## src/rtl/mem_arbiter.sv

```systemverilog
// Two-requester main-memory arbiter for the icache and dcache management units.
// A requester keeps the port for as long as its cs stays high, so bursts are
// never interleaved. Contention alternates between the two units, and a sticky
// flag reports a memory that stops acknowledging.
module mem_arbiter #(
    parameter int TIMEOUT  = 64,
    parameter int TO_WIDTH = 7
) (
    input  logic        clk,
    input  logic        rst,
    input  logic        i_cs_i,
    input  logic        d_cs_i,
    input  logic        i_we_i,
    input  logic        d_we_i,
    input  logic [31:0] i_addr_i,
    input  logic [31:0] d_addr_i,
    input  logic [31:0] i_data_i,
    input  logic [31:0] d_data_i,
    output logic [31:0] i_data_o,
    output logic [31:0] d_data_o,
    output logic        i_ack_o,
    output logic        d_ack_o,
    output logic        mem_cs_o,
    output logic        mem_we_o,
    output logic [31:0] mem_addr_o,
    output logic [31:0] mem_data_o,
    input  logic [31:0] mem_data_i,
    input  logic        mem_ack_i,
    output logic [1:0]  grant_o,
    output logic        err_timeout_o
);

    typedef enum logic [1:0] {
        IDLE  = 2'd0,
        GNT_I = 2'd1,
        GNT_D = 2'd2
    } state_t;

    localparam logic [TO_WIDTH-1:0] TO_MAX = TO_WIDTH'(TIMEOUT);

    state_t              state;
    state_t              state_next;
    logic                last_dcache;
    logic [TO_WIDTH-1:0] to_cnt;
    logic                granted_cs;

    // Read data goes to both caches; only the ack tells a unit the word is its own.
    assign i_data_o = mem_data_i;
    assign d_data_o = mem_data_i;

    // State register; last-served tracks whichever grant is being entered or held.
    always_ff @(posedge clk) begin
        if (rst) begin
            state       <= IDLE;
            last_dcache <= 1'b0;
        end else begin
            state <= state_next;
            if (state_next == GNT_I) begin
                last_dcache <= 1'b0;
            end else if (state_next == GNT_D) begin
                last_dcache <= 1'b1;
            end
        end
    end

    // Next-state: hold while the owner's cs is high, hand off directly when it drops.
    always_comb begin
        state_next = state;
        case (state)
            IDLE: begin
                if (i_cs_i && d_cs_i) begin
                    state_next = last_dcache ? GNT_I : GNT_D;
                end else if (i_cs_i) begin
                    state_next = GNT_I;
                end else if (d_cs_i) begin
                    state_next = GNT_D;
                end
            end
            GNT_I: begin
                if (!i_cs_i) begin
                    state_next = d_cs_i ? GNT_D : IDLE;
                end
            end
            GNT_D: begin
                if (!d_cs_i) begin
                    state_next = i_cs_i ? GNT_I : IDLE;
                end
            end
            default: state_next = IDLE;
        endcase
    end

    // Port mux and ack steering follow the registered owner; idle drives zeros.
    always_comb begin
        mem_cs_o   = 1'b0;
        mem_we_o   = 1'b0;
        mem_addr_o = 32'd0;
        mem_data_o = 32'd0;
        i_ack_o    = 1'b0;
        d_ack_o    = 1'b0;
        grant_o    = 2'b00;
        granted_cs = 1'b0;
        case (state)
            GNT_I: begin
                mem_cs_o   = i_cs_i;
                mem_we_o   = i_we_i;
                mem_addr_o = i_addr_i;
                mem_data_o = i_data_i;
                i_ack_o    = mem_ack_i;
                grant_o    = 2'b01;
                granted_cs = i_cs_i;
            end
            GNT_D: begin
                mem_cs_o   = d_cs_i;
                mem_we_o   = d_we_i;
                mem_addr_o = d_addr_i;
                mem_data_o = d_data_i;
                d_ack_o    = mem_ack_i;
                grant_o    = 2'b10;
                granted_cs = d_cs_i;
            end
            default: ;
        endcase
    end

    // Count unacknowledged owned cycles; reaching the limit latches the error until reset.
    always_ff @(posedge clk) begin
        if (rst) begin
            to_cnt        <= '0;
            err_timeout_o <= 1'b0;
        end else if (state == IDLE || mem_ack_i || state_next != state) begin
            to_cnt <= '0;
        end else if (granted_cs && to_cnt != TO_MAX) begin
            to_cnt <= to_cnt + TO_WIDTH'(1);
            if (to_cnt + TO_WIDTH'(1) == TO_MAX) begin
                err_timeout_o <= 1'b1;
            end
        end
    end

endmodule
```

## config.mk

```make
export PLATFORM = sky130hd
export DESIGN_NAME = mem_arbiter
export DESIGN_NICKNAME = d
export VERILOG_FILES = /design/src/rtl/mem_arbiter.sv
export SDC_FILE = /design/constraint.sdc
export NUM_CORES = 1
export LEC_CHECK = 0
export CAP_MARGIN = 10
export CORE_AREA = 4 4 116 118
export CTS_BUF_LIST = sky130_fd_sc_hd__clkbuf_8
export CTS_CLUSTER_DIAMETER = 50
export CTS_CLUSTER_SIZE = 16
export DETAILED_ROUTE_END_ITERATION = 8
export DIE_AREA = 0 0 120 122
export GPL_TIMING_DRIVEN = 1
export HOLD_SLACK_MARGIN = 0.05
export PLACE_DENSITY_LB_ADDON = 0.25
export SYNTH_ARGS = -nofsm -noshare
export SYNTH_HDL_FRONTEND = slang
export SYNTH_SLANG_ARGS = --single-unit
```

## constraint.sdc

```tcl
create_clock -name clk -period 2.15 [get_ports clk]
set_input_delay 0.3225 -clock clk [delete_from_list [all_inputs] [get_ports clk]]
set_output_delay 0.3225 -clock clk [all_outputs]
set_load 0.01 [all_outputs]
```

==> summary.md <==
| Metric | Value |
|---|---|
| Run status | `finished clean` |
| Worst setup SP type | `flip-flop` |
| Die height | `122 um` |
| Via count | `2664` |
| Crit path max fanout | `24` |
| Syn Inst Count | `303` |
| Kind of critical path | `flip-flop to output pin` |
| Netlist Area Pre-Place | `2220 um^2` |
| Hold Buf Count CTS | `0` |
| Final Instance Area | `4210 um^2` |
| GRT Max-Usage Layer | `met2` |
| Worst-margin pin slew | `0.350 ns` |
| # diodes | `0` |
| Global-route track usage on met2 | `0.217` |
| Worst setup EP type | `output pin` |
| WP data arrival | `1.74 ns` |
| Share of post-route cells with drive strength above 1 | `0.0915` |
| Worst hold path class | `flip-flop to flip-flop` |
| Critical path destination | `grant_o[1]` |
| Worst hold path cell count | `2` |
| GP Congestion | `0.801` |
| R2r setup slk | `0.19 ns` |
| Number of port buffers | `205` |
| Hold WS | `0.485 ns` |
| Setup repair after global routing missed its margin | `no` |
| Max VDD drop | `0.197 mV` |
| Final setup violation count | `0` |
| CTS max path bufs | `2` |
| Router iterations before antenna repair | `4` |
| Syn avg cell area | `7.32 um^2` |
| Pin count of the biggest net entering global routing | `33` |
| Setup ws final | `0.0860 ns` |
| DP Area | `4160 um^2` |
| Async set-reset flop share out of synthesis | `0` |
| Met3 usage | `0.0334` |
| Die Wd | `120 um` |
| LEAKAGE | `1.68 nW` |
| Via-per-instance ratio | `4.30` |
| # H-tree levels | `1` |
| Std cell rows | `41` |
| Clock Pin Slew Worst Setup and Hold Paths | `0.06 ns` |
| DIE AREA | `14600 um^2` |
| Pins Over Slew Limit | `0` |
| GRT Total Usage | `0.120` |
| RR Startpoint | `state[0]$_SDFF_PP0_` |
| Root Driver | `clkbuf_8` |
| Largest cells by area after synthesis | `a22oi_1 (22%), buf_4 (22%), nor2b_1 (19%)` |
| Cell taking the most area after synthesis | `a22oi_1` |
| R2r worst-path depth | `9` |
| Wire per inst | `15.6 um` |
| Commonest non-fill, non-tap cell in the layout | `clkdlybuf4s50_1` |
| Worst endpoint required time | `1.83 ns` |
| Routed Antenna Nets | `0` |
| Max cap viols | `0` |
| CTS buffer count | `3` |
| Design Power | `0.00186 W` |
| Fin. Hold Viols | `0` |
| Clock Sinks | `11` |
| Main synth FF type | `dfxtp_1` |
| Post-Syn Nets | `478` |
| HPWL Detailed | `7800 um` |
| Initial antenna violation count | `0` |
| First-pass GRT wire length | `14200 um` |
| DP Worst Slack | `0.0283 ns` |
| Core area | `12500 um^2` |
| Post-synth EDFFs | `0` |
| Seq/Total Area, Yosys | `0.0993` |
| Capture point of the worst reg-to-reg path | `err_timeout_o$_SDFFE_PP0P_` |
| Vias in the first global route | `2815` |
| Grt ovf | `0` |
| Flops & latches, synth | `11` |
| Worst Clk Skew | `0.00589 ns` |
| Initial Util | `0.178` |
| CTS tree | `done` |
| Area Overhead vs Synth | `89.8%` |
| Critical path startpoint | `state[0]$_SDFF_PP0_` |
| Period utilization | `0.960` |
| Synth top area share | `0.220` |
| Initial drt markers | `46` |
| Io pins | `302` |
| GR Util met1 | `0.137` |
| Max_slew headroom | `0.767` |
| Max Freq | `484 MHz` |
| Nets | `624` |
| Pwr/cell area | `441 nW/um^2` |
| Crit path time final | `2.06 ns` |
| DRT Wirelength | `9680 um` |
| DRC errors left | `0` |
| Yosys cell types | `34` |
| Worst skew pair latency | `0.25 ns` |
| Syn. warnings | `0` |
| Most frequent cells in the layout | `clkdlybuf4s50_1 (139), nor2b_1 (67), dlygate4sd2_1 (64)` |
-- power by group --
part / internal [W] / total, W / switching (W)
Sequential: 0.000217 / 0.000230 / 0.0000126
Clock: 0.000128 / 0.000223 / 0.0000948
Combinational: 0.000805 / 0.00141 / 0.000601
-- metal layers --
| metal | up-vias | share of wire |
|---|---|---|
| met5 | - | 0 |
| met4 | 0 | 0.020 |
| met3 | 20 | 0.079 |
| met2 | 138 | 0.52 |
| met1 | 1207 | 0.38 |
| li1 | 1299 | - |
-- worst max-delay path: stages (launching register included) --
cell,delay [ns]
dfxtp_2,0.34
inv_2,0.11
ha_4,0.18
bufbuf_16,0.31
clkdlybuf4s50_1,0.55
-- sequential cells by signal, indices dropped and copies added (netlist names) --
register and cells:
err_timeout_o 1, last_dcache 1, state 2, to_cnt 7
-- Yosys cell counts, drive strengths merged (3+ instances only) --
cell type and n:
a21oi 3, a22oi 65, buf 70, clkbuf 15, dfxtp 11, ha 8
inv 6, nand2 4, nand3 5, nor2 4, nor2b 67, nor3 12
o21ai 3, xnor2 6
-- timing repair --
item | in CTS | in global routing
endpoints found under the setup margin | 67 | 3
gates cloned | 1 | 0
endpoints found under the hold margin | 0 | 0
gates resized for setup | 73 | 5
buffers inserted | 1 | 0
-- stage by stage --
step                TNS (ns)   util  std cells
global route               0  0.338        620
detailed placement         0  0.334        614
floorplan                  0      -        303
CTS                   -0.131  0.337        620
finish                     0  0.338        620
global placement           0  0.334        614
-- cells by family after synthesis --
group           synth area share
xor+xnor                  0.0276
buf+inv                    0.262
flops                     0.0993
fa+ha+maj                 0.0451
compound gates             0.275
mux                       0.0209
simple gates               0.270
-- how the worst min path moves through the flow --
stage / startpoint / end / slack [ns]
detailed placement: err_timeout_o$_SDFFE_PP0P_ / err_timeout_o$_SDFFE_PP0P_ / 0.47
floorplan: rst / state[1]$_SDFF_PP0_ / 0.39
global route: err_timeout_o$_SDFFE_PP0P_ / err_timeout_o$_SDFFE_PP0P_ / 0.54
global placement: err_timeout_o$_SDFFE_PP0P_ / err_timeout_o$_SDFFE_PP0P_ / 0.46
finish: err_timeout_o$_SDFFE_PP0P_ / err_timeout_o$_SDFFE_PP0P_ / 0.49
CTS: err_timeout_o$_SDFFE_PP0P_ / err_timeout_o$_SDFFE_PP0P_ / 0.49
-- layout make-up --
class | instances | area [um^2]
fill | 1369 | 8250
sequential | 11 | 223
tap | 172 | 215
clock inverter | 1 | 5.00
timing repair buffer | 226 | 2240
multi-input combinational | 201 | 1470
inverter | 6 | 22.5
clock buffer | 3 | 41.3
Power figures use the tool's default switching activity.
==> variant, RTL diff (same settings) <==
The 3 states of `state_t` get a one-hot encoding in 3 bits.
--- a/src/rtl/mem_arbiter.sv
+++ b/src/rtl/mem_arbiter.sv
@@ -32,6 +32,6 @@
 
-    typedef enum logic [1:0] {
-        IDLE  = 2'd0,
-        GNT_I = 2'd1,
-        GNT_D = 2'd2
+    typedef enum logic [2:0] {
+        IDLE  = 3'b001,
+        GNT_I = 3'b010,
+        GNT_D = 3'b100
     } state_t;
Behaviour: same outputs for any inputs over 10 cycles, from zero or initial values and one cycle with rst high; not proved beyond that.
==> variant against the original RTL <==
Sequential cell count increased by 1; area after synthesis shrank 19%; core utilization decreased by 2.9 points; maximum frequency decreased by 0.11%; wire length grew 22%; synthesized cell count is 25% lower; setup slack worse by 2.2 ps; final area down 8.7%; non-clock buffer count is 4 higher; highest routed layer is now met5.
Power is not compared: it rests on default switching activity, and its combinational part moved more than twofold at a synthesized area within 25%.
==> variant: results (changes against the original RTL) <==
----------------------------------------------------
[Run status]
  Result of the run ... complete, no violations (unchanged)

[Synth]
  Fraction of the mapped netlist area in adder cells ... 2.083% (was 4.512%)
  Compound-Gate Fraction of Synth Area ... 37.29% (was 27.47%)
  Most common library cells after synthesis ... sky130_fd_sc_hd__a22o_1 (65), sky130_fd_sc_hd__buf_4 (64), sky130_fd_sc_hd__nor2_1 (15), sky130_fd_sc_hd__dfxtp_1 (12), sky130_fd_sc_hd__buf_2 (9) (was sky130_fd_sc_hd__nor2b_1 (67), sky130_fd_sc_hd__a22oi_1 (65), sky130_fd_sc_hd__buf_4 (64), sky130_fd_sc_hd__clkbuf_1 (15), sky130_fd_sc_hd__nor3_1 (12))
  Cell count after synthesis ... 228 (was 303)
  Mapped Nets ... 398 (was 478)
  Post-synthesis sequential area ratio ... 13.33% (was 9.927%)

[Critical path]
  Endpoint of the lowest-slack register-to-register path ... last_dcache$_SDFFE_PP0N_ (was err_timeout_o$_SDFFE_PP0P_)
  Setup slack on the worst flop-to-flop path ... 570 ps (was 190 ps)
  Largest stage delay on the critical path ... 360 ps (was 550 ps)

[Layout]
  Net count of the finished layout ... 555 (was 624)
  Multi-Input Combinational ... 132 (was 201)
  Proportion of cell area occupied by multi-input gates ... 26.41% (was 34.79%)
  Number of fill cells in the layout ... 1324 (was 1369)
  Proportion of layout cells with a drive suffix above 1 ... 9.896% (was 9.152%)
  Core occupancy in the finished layout ... 30.85% (was 33.79%)
  Proportion of final cell area spent on non-clock buffers ... 59.63% (was 53.18%)
  Clock tree buffer count of the final layout ... 4 (was 3)

[Timing]
  Maximum clock frequency ... 0.4840 GHz (was 0.4845 GHz)
  Setup clock skew after layout ... 1.938 ps (was 5.895 ps)
  Worst Hold Slack ... 471.6 ps (was 485.3 ps)

[Placement]
  Sum of net half-perimeters after detailed placement ... 9532 µm (was 7803 µm)
  Routability Congestion ... 0.8241 (was 0.8006)
  Placed standard-cell area ... 0.003709 mm² (was 0.004164 mm²)
  Post-place setup slack ... 53.53 ps (was 28.30 ps)

[Global routing]
  Number of antenna violations at the first check in global routing ... 1 (was 0)
  Global-route wire length before repair ... 16220 µm (was 14250 µm)
  Pin count of the biggest net entering global routing ... 26 (was 33)

[Clock network]
  Setup Fix Bufs, Post-CTS ... 6 (was 1)

[Routing]
  Avg WL per Cell ... 21.30 µm (was 15.61 µm)
  Via density per instance ... 4.106 (was 4.297)
  DR iter-0 viols ... 122 (was 46)
  Drt total wl ... 11840 µm (was 9678 µm)

----------------------------------------------------
==> variant: cell count changes after synthesis, moves of 4 or more <==
cell / delta
sky130_fd_sc_hd__a22oi_1: -65
sky130_fd_sc_hd__a22o_1: +63
sky130_fd_sc_hd__nor2b_1: -63
sky130_fd_sc_hd__nor2_1: +11
sky130_fd_sc_hd__nor3_1: -11
sky130_fd_sc_hd__clkbuf_1: -10
sky130_fd_sc_hd__buf_2: +9
sky130_fd_sc_hd__buf_1: -6
sky130_fd_sc_hd__ha_1: -5
sky130_fd_sc_hd__xnor2_1: -5
sky130_fd_sc_hd__xor2_1: +5
sky130_fd_sc_hd__a21oi_1: +4
==> variant: layer usage <==
metal	track usage, %	vias to the layer above	wire length, µm
li1	-	1089	-
met1	20.46	1025	5203
met2	21.29	139	5025
met3	5.710	28	1415
met4	4.009	2	183
met5	0	-	13
